### src/rtl/nmr_bstrm_sram_pkg.sv
// Shared definitions for the bitstream-side SRAM sequencers (writer and reader).
// Provides the one-hot state encoding, state bit indices and the byte-enable
// all-ones constant used when a full word is written.
package nmr_bstrm_sram_pkg;

  localparam int unsigned STATE_W = 4;

  // Bit positions of the one-hot state vector.
  localparam int unsigned ST_IDX_IDLE     = 0;
  localparam int unsigned ST_IDX_WAIT_DAT = 1;
  localparam int unsigned ST_IDX_WRITE    = 2;
  localparam int unsigned ST_IDX_FIN      = 3;

  typedef enum logic [STATE_W-1:0] {
    ST_IDLE     = 4'b0001,
    ST_WAIT_DAT = 4'b0010,
    ST_WRITE    = 4'b0100,
    ST_FIN      = 4'b1000
  } sram_seq_state_t;

  // Wide enough for any practical byte-enable width; users cast down to theirs.
  localparam int unsigned BYTEEN_MAX_W = 64;
  localparam logic [BYTEEN_MAX_W-1:0] BYTEEN_ALL_ONES = '1;

endpackage : nmr_bstrm_sram_pkg

### src/rtl/nmr_bstrm_simp_sramwr_seq.sv
// Bitstream-side SRAM writer. On a START pulse in IDLE it accepts WORD_CNT words
// over a valid/ready input and writes them to consecutive SRAM addresses starting
// at BASE_ADDR (address wraps modulo 2^SRAM_ADDR_WIDTH), then pulses DONE.
// Ports:
//   clk, rst                  clock, asynchronous active-high reset
//   start, abort              transfer start pulse, synchronous abort
//   base_addr, word_cnt       first address and word count, latched on start
//   sys_rdy, done             idle indicator, one-cycle completion pulse
//   din, din_valid, din_ready write-data handshake
//   sram_cs, sram_we, sram_addr_phy, sram_wr_dat, sram_byteen   SRAM write port
// All outputs are registered.
module nmr_bstrm_simp_sramwr_seq
  import nmr_bstrm_sram_pkg::*;
#(
  parameter int unsigned SRAM_ADDR_WIDTH   = 8,
  parameter int unsigned SRAM_DAT_WIDTH    = 32,
  parameter int unsigned SRAM_BYTEEN_WIDTH = 4
) (
  input  logic                         clk,
  input  logic                         rst,
  input  logic                         start,
  input  logic                         abort,
  input  logic [SRAM_ADDR_WIDTH-1:0]   base_addr,
  input  logic [SRAM_ADDR_WIDTH:0]     word_cnt,
  output logic                         sys_rdy,
  output logic                         done,
  input  logic [SRAM_DAT_WIDTH-1:0]    din,
  input  logic                         din_valid,
  output logic                         din_ready,
  output logic                         sram_cs,
  output logic                         sram_we,
  output logic [SRAM_ADDR_WIDTH-1:0]   sram_addr_phy,
  output logic [SRAM_DAT_WIDTH-1:0]    sram_wr_dat,
  output logic [SRAM_BYTEEN_WIDTH-1:0] sram_byteen
);

  localparam int unsigned AW = SRAM_ADDR_WIDTH;
  localparam int unsigned CW = SRAM_ADDR_WIDTH + 1;
  localparam int unsigned BW = SRAM_BYTEEN_WIDTH;

  localparam logic [BW-1:0] BE_FULL = BW'(BYTEEN_ALL_ONES);

  sram_seq_state_t state;
  logic [AW-1:0]   addr;
  logic [CW-1:0]   rem;

  // Sequencer: state, counters and all registered outputs.
  always_ff @(posedge clk or posedge rst) begin
    if (rst) begin
      state         <= ST_IDLE;
      addr          <= '0;
      rem           <= '0;
      sys_rdy       <= 1'b0;
      done          <= 1'b0;
      din_ready     <= 1'b0;
      sram_cs       <= 1'b0;
      sram_we       <= 1'b0;
      sram_addr_phy <= '0;
      sram_wr_dat   <= '0;
      sram_byteen   <= '0;
    end else begin
      done <= 1'b0;
      unique case (state)
        ST_IDLE: begin
          sys_rdy   <= 1'b1;
          din_ready <= 1'b0;
          sram_cs   <= 1'b0;
          sram_we   <= 1'b0;
          if (start) begin
            sys_rdy <= 1'b0;
            if (word_cnt == '0) begin
              state <= ST_FIN;
            end else begin
              addr      <= base_addr;
              rem       <= word_cnt;
              din_ready <= 1'b1;
              state     <= ST_WAIT_DAT;
            end
          end
        end

        ST_WAIT_DAT: begin
          if (abort) begin
            din_ready <= 1'b0;
            sys_rdy   <= 1'b1;
            state     <= ST_IDLE;
          end else if (din_valid && din_ready) begin
            sram_wr_dat   <= din;
            sram_addr_phy <= addr;
            sram_cs       <= 1'b1;
            sram_we       <= 1'b1;
            sram_byteen   <= BE_FULL;
            din_ready     <= 1'b0;
            state         <= ST_WRITE;
          end
        end

        // The strobe raised on entry is live this cycle, so the write lands even on abort.
        ST_WRITE: begin
          sram_cs     <= 1'b0;
          sram_we     <= 1'b0;
          sram_byteen <= '0;
          addr        <= addr + AW'(1);
          rem         <= rem - CW'(1);
          if (abort) begin
            sys_rdy <= 1'b1;
            state   <= ST_IDLE;
          end else if (rem == CW'(1)) begin
            done  <= 1'b1;
            state <= ST_FIN;
          end else begin
            din_ready <= 1'b1;
            state     <= ST_WAIT_DAT;
          end
        end

        // After a real transfer DONE is already high here and drops on exit.
        // A zero-length transfer arrives with DONE low, so it is raised on exit
        // instead, which places the pulse two cycles after START.
        ST_FIN: begin
          sys_rdy <= 1'b1;
          state   <= ST_IDLE;
          if (!abort) begin
            done <= ~done;
          end
        end

        default: begin
          din_ready <= 1'b0;
          sram_cs   <= 1'b0;
          sram_we   <= 1'b0;
          state     <= ST_IDLE;
        end
      endcase
    end
  end

endmodule : nmr_bstrm_simp_sramwr_seq
### config.mk
export PLATFORM = sky130hd
export DESIGN_NAME = nmr_bstrm_simp_sramwr_seq
export DESIGN_NICKNAME = d
export VERILOG_FILES = /design/src/rtl/nmr_bstrm_sram_pkg.sv /design/src/rtl/nmr_bstrm_simp_sramwr_seq.sv
export SDC_FILE = /design/constraint.sdc
export NUM_CORES = 1
export LEC_CHECK = 0
export ABC_AREA = 1
export CORE_ASPECT_RATIO = 0.5
export CORE_UTILIZATION = 52
export CTS_BUF_LIST = sky130_fd_sc_hd__clkbuf_4 sky130_fd_sc_hd__clkbuf_8
export CTS_CLUSTER_DIAMETER = 120
export DETAILED_ROUTE_END_ITERATION = 10
export GPL_ROUTABILITY_DRIVEN = 0
export GPL_TIMING_DRIVEN = 0
export PLACE_DENSITY = 0.9
export SETUP_SLACK_MARGIN = 0.3
export SYNTH_ARGS = -nofsm -noshare
export SYNTH_HDL_FRONTEND = slang
export SYNTH_SLANG_ARGS = --single-unit
### constraint.sdc
create_clock -name clk -period 3.8 [get_ports clk]
set_input_delay 0.76 -clock clk [delete_from_list [all_inputs] [get_ports clk]]
set_output_delay 0.76 -clock clk [all_outputs]
set_load 0.02 [all_outputs]
==> metrics.txt, run 1 <==
Post-CTS Setup Bufs=0; TritonRoute pass-1 iters=5; share of layout cells above drive strength 1=0.0950; vias in the first global route=about 3,100; Max VDD drop=between 0.2 and 0.3 mV; crit path cell chain=buf_4 > clkdlybuf4s50_1; Layout Nets=610; CORE AREA=approximately 6100 sq um; most used flip-flop cell after synthesis=dfrtp_1; total congestion overflow=0; Overall Power=between 3 and 4 mW; clk_lat worst skew=0.35 ns; antenna fix cells=0; slew margin rel.=0.603; clock tree buffer depth=2; Mapped Nets=496; largest net degree at the start of global routing=40; DRT iter0 DRCs=around 190; hold buffers post-CTS=0; DRC=0; end of the critical path=sram_byteen[1]; Crit path buffers/inverters=2; Critical Path Start=sram_byteen[2]; io pins=103; R2R depth=7; gr usage total=0.271; flops & latches, synth=between 60 and 70; Antenna Nets Post-Route=0; # resized after CTS=0; Ys Warns=0; crit path kind=reg -> out; Max Freq=447 MHz; area delta synth->final=40.7%; Die ar.=~6700 sq um; Starting Density=0.544; crit start category=flop; Levels on crit path=2; PD cells=about 700 nW/um^2; CTS Root Cell=clkbuf_8; synthesized instance count=~440; R2R Path End=sram_addr_phy[0]; dpl cells=630; Min Hold Slack=0.475 ns; final max-slew violation count=0; number of synthesized flops with an enable pin=0; Final Hold Vio Count=0; wire per inst=around 13 um; Max FO, Critical Path=5; Tcrit/Tclk final=0.589; hpwl dp=just over 6000 um; drt total wl=~8400 um; delay-heaviest family, CP=buffers and inverters; outcome=finished clean; CTS H-Tree Depth=3; synthesized area=roughly 3300 sq um; first-pass GRT wire length=between 10,000 and 15,000 um; Async SR Flop Fraction=1.00; WP data required=~3.0 ns; CTS buffer count=9; Setup-failing EPs final=0; RSZ-0062 raised after global routing=false; Fin Setup TNS=0 ns; FILL cells=457; routed vias/inst=4.98; Worst Setup End Kind=output pin; Clock transition at path regs=roughly 0.07 ns; port bufs=between 100 and 150; dpl ws=1.45 ns; Max Clock Skew=slightly above 0.007 ns; Mean Syn Cell Area=7.57 sq um; R2R Path Start=state[0]; fin cells=approximately 650; initial antenna violation count=0; delay of the slowest critical-path stage=slightly below 0.6 ns; register area share after synthesis=0.497; TritonCTS clock tree=done; die height=a little under 60 um; # rows=20; slowest CP cell=clkdlybuf4s50_1; kind of path behind the tightest hold check=reg -> reg; clk sinks=66; reg2reg setup slack=2.19 ns; Final WS setup=about 1.6 ns; max_cap viols=0; leakage=about 2.4 nW; Slew @ Worst Pin=between 0.5 and 0.6 ns; Tmin final=between 2 and 2.5 ns; Worst Path Arrival=between 1 and 1.5 ns; unique cell type count in the Yosys netlist=30; Die X=about 120 um; via count=3,220
-- power breakdown --
part | internal [mW] | total, mW | switching [mW]
sequential | 0.963 | 1.16 | 0.194
clock | 0.307 | 0.587 | 0.281
combinational | 0.661 | 1.47 | 0.805
-- kinds of logic (layout without fill, tap and decap cells) --
kind of cell / count (synthesis) / count (layout) / share of synthesized area
AOI/OAI and AO/OA: 21 / 21 / 0.0328
adders and majority gates: 3 / 3 / 0.0113
buffers and inverters: 50 / 169 / 0.0794
DFF: 66 / 66 / 0.497
and+or+nand+nor: 299 / 299 / 0.379
-- worst reg2reg max path, stage by stage (launching register included) --
cell and delay [ns]:
dfstp_2 0.56, inv_1 0.07, nand3_2 0.11, inv_2 0.06, nand2_4 0.12, clkbuf_1 0.39
nand2_1 0.14, nand2_1 0.09
-- layer usage --
metal  routed length [um]  GRT usage  vias up
met2                 4050      0.467       96
met5                    0          0        -
met1                 3700      0.328     1521
li1                     -          -     1588
met4                  137      0.104        0
met3                  473     0.0814       15
-- per-stage QoR --
| step | instance area, sq um | utilization |
|---|---|---|
| after floorplan | 3320 | - |
| after global placement | 4450 | 0.730 |
| after detailed placement | 4470 | 0.733 |
| after CTS | 4680 | 0.766 |
| after global routing | 4680 | 0.766 |
| final | 4680 | 0.766 |
-- cells in the final DEF, fill, tap and decap left out, drive strengths merged --
cell,netlist,routed
a21oi,3,3
a31oi,1,1
buf,16,17
bufinv,0,1
clkbuf,2,11
clkdlybuf4s50,0,102
clkinv,0,4
clkinvlp,0,1
dfrtp,65,65
dfstp,1,1
ha,3,3
inv,32,33
nand2,233,233
nand3,30,30
nand3b,1,1
nand4,6,6
nor2,25,25
nor3,1,1
o21ai,16,16
o31ai,1,1
or2,3,3
-- cell type report --
| cell class | instances | area, sq um | share of cell area |
|---|---|---|---|
| repair buffers | 103 | 1040 | 0.223 |
| well taps | 88 | 110 | 0.0235 |
| clock buffers | 9 | 124 | 0.0265 |
| inverters | 32 | 120 | 0.0257 |
| plain buffers | 18 | 144 | 0.0308 |
| multi-input cells | 323 | 1410 | 0.301 |
| clock inverters | 7 | 77.6 | 0.0166 |
| flip-flops and latches | 66 | 1650 | 0.353 |
-- sequential cells by signal (all words and copies together) (netlist names) --
signal	flops
rem	9
done	1
sram_byteen	1
addr	8
sram_wr_dat	32
state	4
sys_rdy	1
sram_addr_phy	8
din_ready	1
sram_we	1
-- Yosys cell counts, types with 2 or more instances --
cell	instances	area, sq um
nor2_2	2	12.5
buf_4	5	37.5
inv_2	3	11.3
nand2_4	2	22.5
buf_6	3	33.8
nand3_1	26	130
nand4_1	6	37.5
ha_1	3	37.5
nor2_4	2	22.5
nand2_2	3	18.8
dfrtp_1	65	1630
nand2_1	228	856
o21ai_0	16	80.1
clkbuf_1	2	7.51
a21oi_1	3	15.0
nor2_1	21	78.8
inv_1	29	109
nand3_2	3	30.0
buf_2	6	30.0
-- worst min-delay path by stage --
stage	from	end	depth (start not counted)
3_3_place_gp	done	done	1
4_1_cts	done	done	1
2_1_floorplan	rem[8]	rem[8]	2
3_5_place_dp	done	done	1
6_report	done	done	1
5_1_grt	done	done	1
Note: power is estimated with default switching activity, not from simulation.
==> run 2, diff against run 1 <==
--- a/config.mk
+++ b/config.mk
@@ -7,13 +7,13 @@
 export LEC_CHECK = 0
 export ABC_AREA = 1
 export CORE_ASPECT_RATIO = 0.5
-export CORE_UTILIZATION = 52
+export CORE_UTILIZATION = 48
 export CTS_BUF_LIST = sky130_fd_sc_hd__clkbuf_4 sky130_fd_sc_hd__clkbuf_8
 export CTS_CLUSTER_DIAMETER = 120
 export DETAILED_ROUTE_END_ITERATION = 10
 export GPL_ROUTABILITY_DRIVEN = 0
 export GPL_TIMING_DRIVEN = 0
-export PLACE_DENSITY = 0.9
+export PLACE_DENSITY = 0.84
 export SETUP_SLACK_MARGIN = 0.3
 export SYNTH_ARGS = -nofsm -noshare
 export SYNTH_HDL_FRONTEND = slang
==> constraint.sdc (replaced) <==
create_clock -name clk -period 2.2 [get_ports clk]
set_input_delay 0.44 -clock clk [delete_from_list [all_inputs] [get_ports clk]]
set_output_delay 0.44 -clock clk [all_outputs]
set_load 0.02 [all_outputs]
==> run 2 against run 1 <==
Global-route usage is 3.8 points lower. Core utilization fell by 2.5 points. Register-to-register slack got worse by 1.5 ns. Die area rose by 8.1%. Worst setup slack got worse by 1.2 ns. Cell area grew 0.67%. Clock-buffer cell count up 3. Clock skew increased by 0.00083 ns. Power rose by 76%. Sequential share of layout area is 0.23 points lower. Hold slack got worse by 0.0045 ns. Critical endpoint is now sram_byteen[0]. Largest power group unchanged.
==> metrics.txt, run 2 (same netlist as run 1, synthesis figures left out) <==
outcome=finished clean; final core utilization=0.741; crit start category=flop; Layout Nets=610; Die X=120 um; Largest regs=sram_wr_dat x32, rem x9; Final Hold Vio Count=0; M1 wire length=approximately 3700 um; R2R Path End=sram_wr_dat[10]; port bufs=between 100 and 150; dpl ws=between 0.15 and 0.2 ns; final max-slew violation count=0; Worst Path Arrival=roughly 1.4 ns; Fin Setup TNS=0 ns; slew margin rel.=0.516; routed vias/inst=4.75; Tmin final=roughly 1.8 ns; leakage=2.46 nW; hpwl dp=between 5000 and 6000 um; min-delay src=done; largest net degree at the start of global routing=36; Clock transition at path regs=0.07 ns; crit path kind=reg -> out; WP data required=around 1.8 ns; wire per inst=12.2 um; register area=around 1700 sq um; WHS Path Cells=1; Starting Density=0.523; share of layout cells above drive strength 1=0.0950; TritonRoute pass-1 iters=4; die height=roughly 61 um; most frequent cells in the layout=nand2_1, clkdlybuf4s50_1, dfrtp_1, inv_1, nand3_1; Max FO, Critical Path=5; Reg with most FFs=sram_wr_dat; Worst Setup End Kind=output pin; clk sinks=66; Final WS setup=~0.36 ns; DRT iter0 DRCs=approximately 160; CTS H-Tree Depth=3; clk_lat worst skew=approximately 0.34 ns; routed wire length on met3=~490 um; CTS buffer count=9; CTS Root Cell=clkbuf_8; Die ar.=roughly 7300 sq um; Tcrit/Tclk final=0.834; top routing layer used=met4; R2R depth=7; max_cap viols=0; initial antenna violation count=0; CORE AREA=approximately 6400 sq um; hold buffers post-CTS=0; total congestion overflow=0; Hold Path Sink=done; slowest CP cell=clkdlybuf4s50_1; via count=between 3,000 and 4,000; Max Clock Skew=between 0.008 and 0.009 ns; Crit path buffers/inverters=1; first-pass GRT wire length=roughly 13,000 um; RSZ-0062 raised after global routing=false; delay of the slowest critical-path stage=approximately 0.65 ns; Antenna Nets Post-Route=0; Slew @ Worst Pin=0.724 ns; io pins=103; PD cells=between 1000 and 1500 nW/um^2; multi-input combinational cell area=around 1400 sq um; vias in the first global route=2,807; drt total wl=roughly 8000 um; met2 routed WL=3590 um; clock tree buffer depth=2; Largest register FFs=32; FILL cells=about 500; DRC=0; crit path cell chain=clkdlybuf4s50_1; gr usage total=0.233; R2R Path Start=state[0]; Setup-failing EPs final=0; Max VDD drop=0.510 mV; commonest non-fill, non-tap cell in the layout=nand2_1; area delta synth->final=41.6%; antenna fix cells=0; # rows=20; Max Freq=545 MHz; reg2reg setup slack=about 0.66 ns; TritonCTS clock tree=done; delay-heaviest family, CP=buffers and inverters; kind of path behind the tightest hold check=reg -> reg
## run 2: cell count changes in the layout (fill, tap and decap cells not counted)
cell and delta:
clkdlybuf4s50_1 -3, dlygate4sd2_1 +3, clkbuf_8 +2, clkinv_4 -2, bufinv_16 +1, clkbuf_4 +1, inv_2 -1, inv_6 -1
## run 2: worst register-to-register path, stage by stage (launching register included)
cell and delay (ns):
dfstp_2 0.56, inv_1 0.06, nand3_2 0.11, inv_2 0.06, nand2_4 0.13, clkbuf_1 0.37, nand2_1 0.10, nand2_1 0.09
## run 2: report_power, final
group | switching, mW | total, mW | internal (mW)
sequential | 0.321 | 1.98 | 1.66
clock | 0.453 | 1.17 | 0.713
combinational | 1.36 | 2.49 | 1.12
total | 2.14 | 5.64 | 3.50
## run 2: routing by layer
layer  up-vias  global-route usage
met1      1386               0.300
li1       1582                   -
met2        91               0.390
met4         0              0.0821
met3         8              0.0658
met5         -                   0
## run 2: cell type report
cell class | instances | share of cell area
Clock inverter | 4 | 0.0157
Timing Repair Buffer | 103 | 0.220
Clock buffer | 12 | 0.0338
Inverter | 32 | 0.0263
Multi-Input combinational cell | 323 | 0.299
Sequential cell | 66 | 0.351
Tap cell | 88 | 0.0234
Buffer | 18 | 0.0306
## run 2: how the worst max path moves through the flow
stage                    from              to  slack [ns]  cells past startpoint
2_1_floorplan     word_cnt[0]          rem[0]        0.82                      8
3_3_place_gp      word_cnt[7]          rem[0]        0.18                      8
3_5_place_dp      word_cnt[7]         addr[3]        0.17                      8
4_1_cts        sram_byteen[2]  sram_byteen[0]        0.35                      1
5_1_grt               sram_we         sram_we        0.32                      2
6_report       sram_byteen[2]  sram_byteen[0]        0.36                      1
## run 2: stage by stage
stage / instance area, sq um / cells / hold WS [ns] / power (mW)
6_report: 4710 / 646 / 0.470 / 5.64
5_1_grt: 4710 / 646 / 0.486 / 6.03
4_1_cts: 4710 / 646 / 0.474 / 5.68
3_5_place_dp: 4480 / 630 / 0.462 / 4.52
3_3_place_gp: 4460 / 629 / 0.451 / 4.44
2_1_floorplan: 3330 / 439 / 0.463 / 3.47
## run 2: repair_timing
action	in CTS	in global routing
endpoints found under the setup margin	3	0
resized for setup	3	0
buffers inserted	0	0
==> variant, RTL diff (settings of run 2) <==
The 4 states of `sram_seq_state_t` get a Gray code encoding in 2 bits. Comments in the files are not updated.
--- a/src/rtl/nmr_bstrm_sram_pkg.sv
+++ b/src/rtl/nmr_bstrm_sram_pkg.sv
@@ -11,11 +11,11 @@
   localparam int unsigned ST_IDX_WRITE    = 2;
   localparam int unsigned ST_IDX_FIN      = 3;
 
-  typedef enum logic [STATE_W-1:0] {
-    ST_IDLE     = 4'b0001,
-    ST_WAIT_DAT = 4'b0010,
-    ST_WRITE    = 4'b0100,
-    ST_FIN      = 4'b1000
+  typedef enum logic [1:0] {
+    ST_IDLE     = 2'b00,
+    ST_WAIT_DAT = 2'b01,
+    ST_WRITE    = 2'b11,
+    ST_FIN      = 2'b10
   } sram_seq_state_t;
 
   // Wide enough for any practical byte-enable width; users cast down to theirs.
Formal check against the unedited RTL: no difference found for any inputs over 10 cycles, from zero or initial values and one cycle with rst high; not proved beyond that.
==> variant against run 2 <==
Largest cell class unchanged; first-iteration DRC count is 18% higher; setup slack improved by 0.025 ns; sequential cell count is 2 lower; largest power group unchanged; wire length up 0.53%; cell area down 0.61%; register-to-register slack lost 0.21 ns; critical path depth unchanged; synthesized area fell by 1.1%; total power grew 9.7%.
==> variant: results (changes against run 2) <==
| Metric | Value |
|---|---|
| H-tree depth | 3 (unchanged) |
| Xor-xnor portion of the synthesized cell area | 0% (unchanged) |
| Clock Latency Late Sink | 0.34 ns (about the same) |
| Synth Area in Adders | 3.43% (+2.3 points) |
| Mux share of post-synthesis cell area | 0% (unchanged) |
| TritonCTS buffer count | 9 (unchanged) |
| Clk Tree Root Cell | clkbuf_8 |
| Post-synth ARST share | 100% (unchanged) |
| Leakage | 2.49 nW (+1.2%) |
| First-pass GRT wire length | 13,200 um (+1.9%) |
| Top post-synthesis cells by area | dfrtp_1 (49%), nand2_1 (28%), inv_1 (3.8%) |
| Fraction of layout cells with a size suffix above 1 | 8.42% (-1.1 points) |
| Post-synthesis compound-gate area fraction | 4.30% (+1.0 points) |
| Status | completed |
| FILL cells | 506 (+3.1%) |
| Worst clock skew | 0.0101 ns (+0.00204 ns) |
| Most frequent cells after synthesis | nand2_1 (248), dfrtp_1 (64), inv_1 (33), nor2_1 (24), nand3_1 (22) |
| Initial DRC count | 193 (+18%) |
| Final net count | 630 (+3.3%) |
| Setup WS pre-CTS | 0.0615 ns (-0.109 ns) |
| Max Root-Sink Buffers | 2 (unchanged) |
| Avg WL per Cell | 12.0 um (-1.3%) |
| CP arrival | 1.37 ns (-0.03 ns) |
| Post-DP HPWL | 5800 um (-0.52%) |
| Post-Syn Nets | 513 (+3.4%) |
| Hold WC Path Type | reg2reg |
| Number of synthesized flops with an enable pin | 0 (unchanged) |
| Crit path max fanout | 3 (-2) |
| Pin count of the biggest net entering global routing | 41 (+14%) |
| Critical path's largest stage delay | 0.65 ns (about the same) |
| Number of global-route vias before repair | 2,773 (-1.2%) |
| Yosys warnings | 0 (unchanged) |
| ANT cells | 0 (unchanged) |
| Seq/Total Area, Yosys | 48.7% (-1.0 points) |
| Worst Max-Slew Pin Slew | 0.568 ns (-0.156 ns) |
| Largest delay contributor family on the critical path | buffers and inverters |
| Largest regs | sram_wr_dat: 32 flops, rem: 9 flops |
| CTS clk-pin slew, worst paths | 0.07 ns (about the same) |
| Ys flop type | dfrtp_1 |
| Vias per cell | 4.71 (-0.90%) |
| Initial antenna violation count | 0 (unchanged) |
| Peak supply drop | 0.713 mV (+40%) |
| Synth unique cells | 20 (-33%) |
| GRT Total Usage | 24.0% (+0.63 points) |
## variant: cell types whose count changed in the layout (fill, tap and decap cells not counted), moves of 4 or more
cell     before  now
o21ai_2       0    6
buf_2         6   10
buf_4         5   10
nand2_1     228  248
ha_1          3    9
nand3_1      26   22
## variant: final cells by class
type	instances	area (um^2)	share of cell area [%]
Buffer	17	103	2.19
Clock buffer	11	145	3.10
Clock inverter	3	67.6	1.44
Inverter	34	131	2.81
Multi-Input combinational cell	335	1460	31.1
Sequential cell	64	1600	34.2
Tap cell	88	110	2.35
Timing Repair Buffer	106	1060	22.8
## variant: power by group
part | internal, mW | switching, mW | total [mW]
clock | 0.669 | 0.441 | 1.11
combinational | 1.30 | 1.71 | 3.02
sequential | 1.68 | 0.381 | 2.06
total | 3.65 | 2.54 | 6.19
## variant: kinds of logic after synthesis
family | count (synthesis)
flops | 64
simple gates | 303
compound gates | 23
buf+inv | 51
fa+ha+maj | 9
## variant: path summary, 6_finish.rpt
path | startpoint | to | slack, ns | depth (start not counted)
max | din_ready | din_ready | 0.39 | 1
min | done | done | 0.45 | 1
max reg2reg | state[1] | addr[6] | 0.45 | 8
min reg2reg | done | done | 0.45 | 1
max in group asynchronous | rst | addr[6] | 1.10 | 3
min in group asynchronous | rst | sram_wr_dat[23] | 0.51 | 2
## variant: repair_timing
action	4_1_cts	5_1_grt
setup buffers	0	3
endpoints found under the hold margin	0	0
gates resized for setup	3	3
pin swaps	0	1
setup endpoints to repair	3	51
## variant: stage by stage
stage | area, um^2 | cells | hold WS [ns] | power [mW]
floorplan | 3290 | 450 | 0.471 | 3.85
global placement | 4420 | 640 | 0.442 | 5.02
detailed placement | 4440 | 641 | 0.443 | 5.11
CTS | 4650 | 655 | 0.452 | 6.22
global route | 4680 | 658 | 0.477 | 6.68
finish | 4680 | 658 | 0.451 | 6.19
## variant: layer usage
metal	up-vias	global-route usage, %	wire length, um
met4	0	9.76	106
li1	1608	-	-
met2	77	41.9	3830
met3	9	6.30	370
met5	-	0	0
met1	1402	29.4	3610
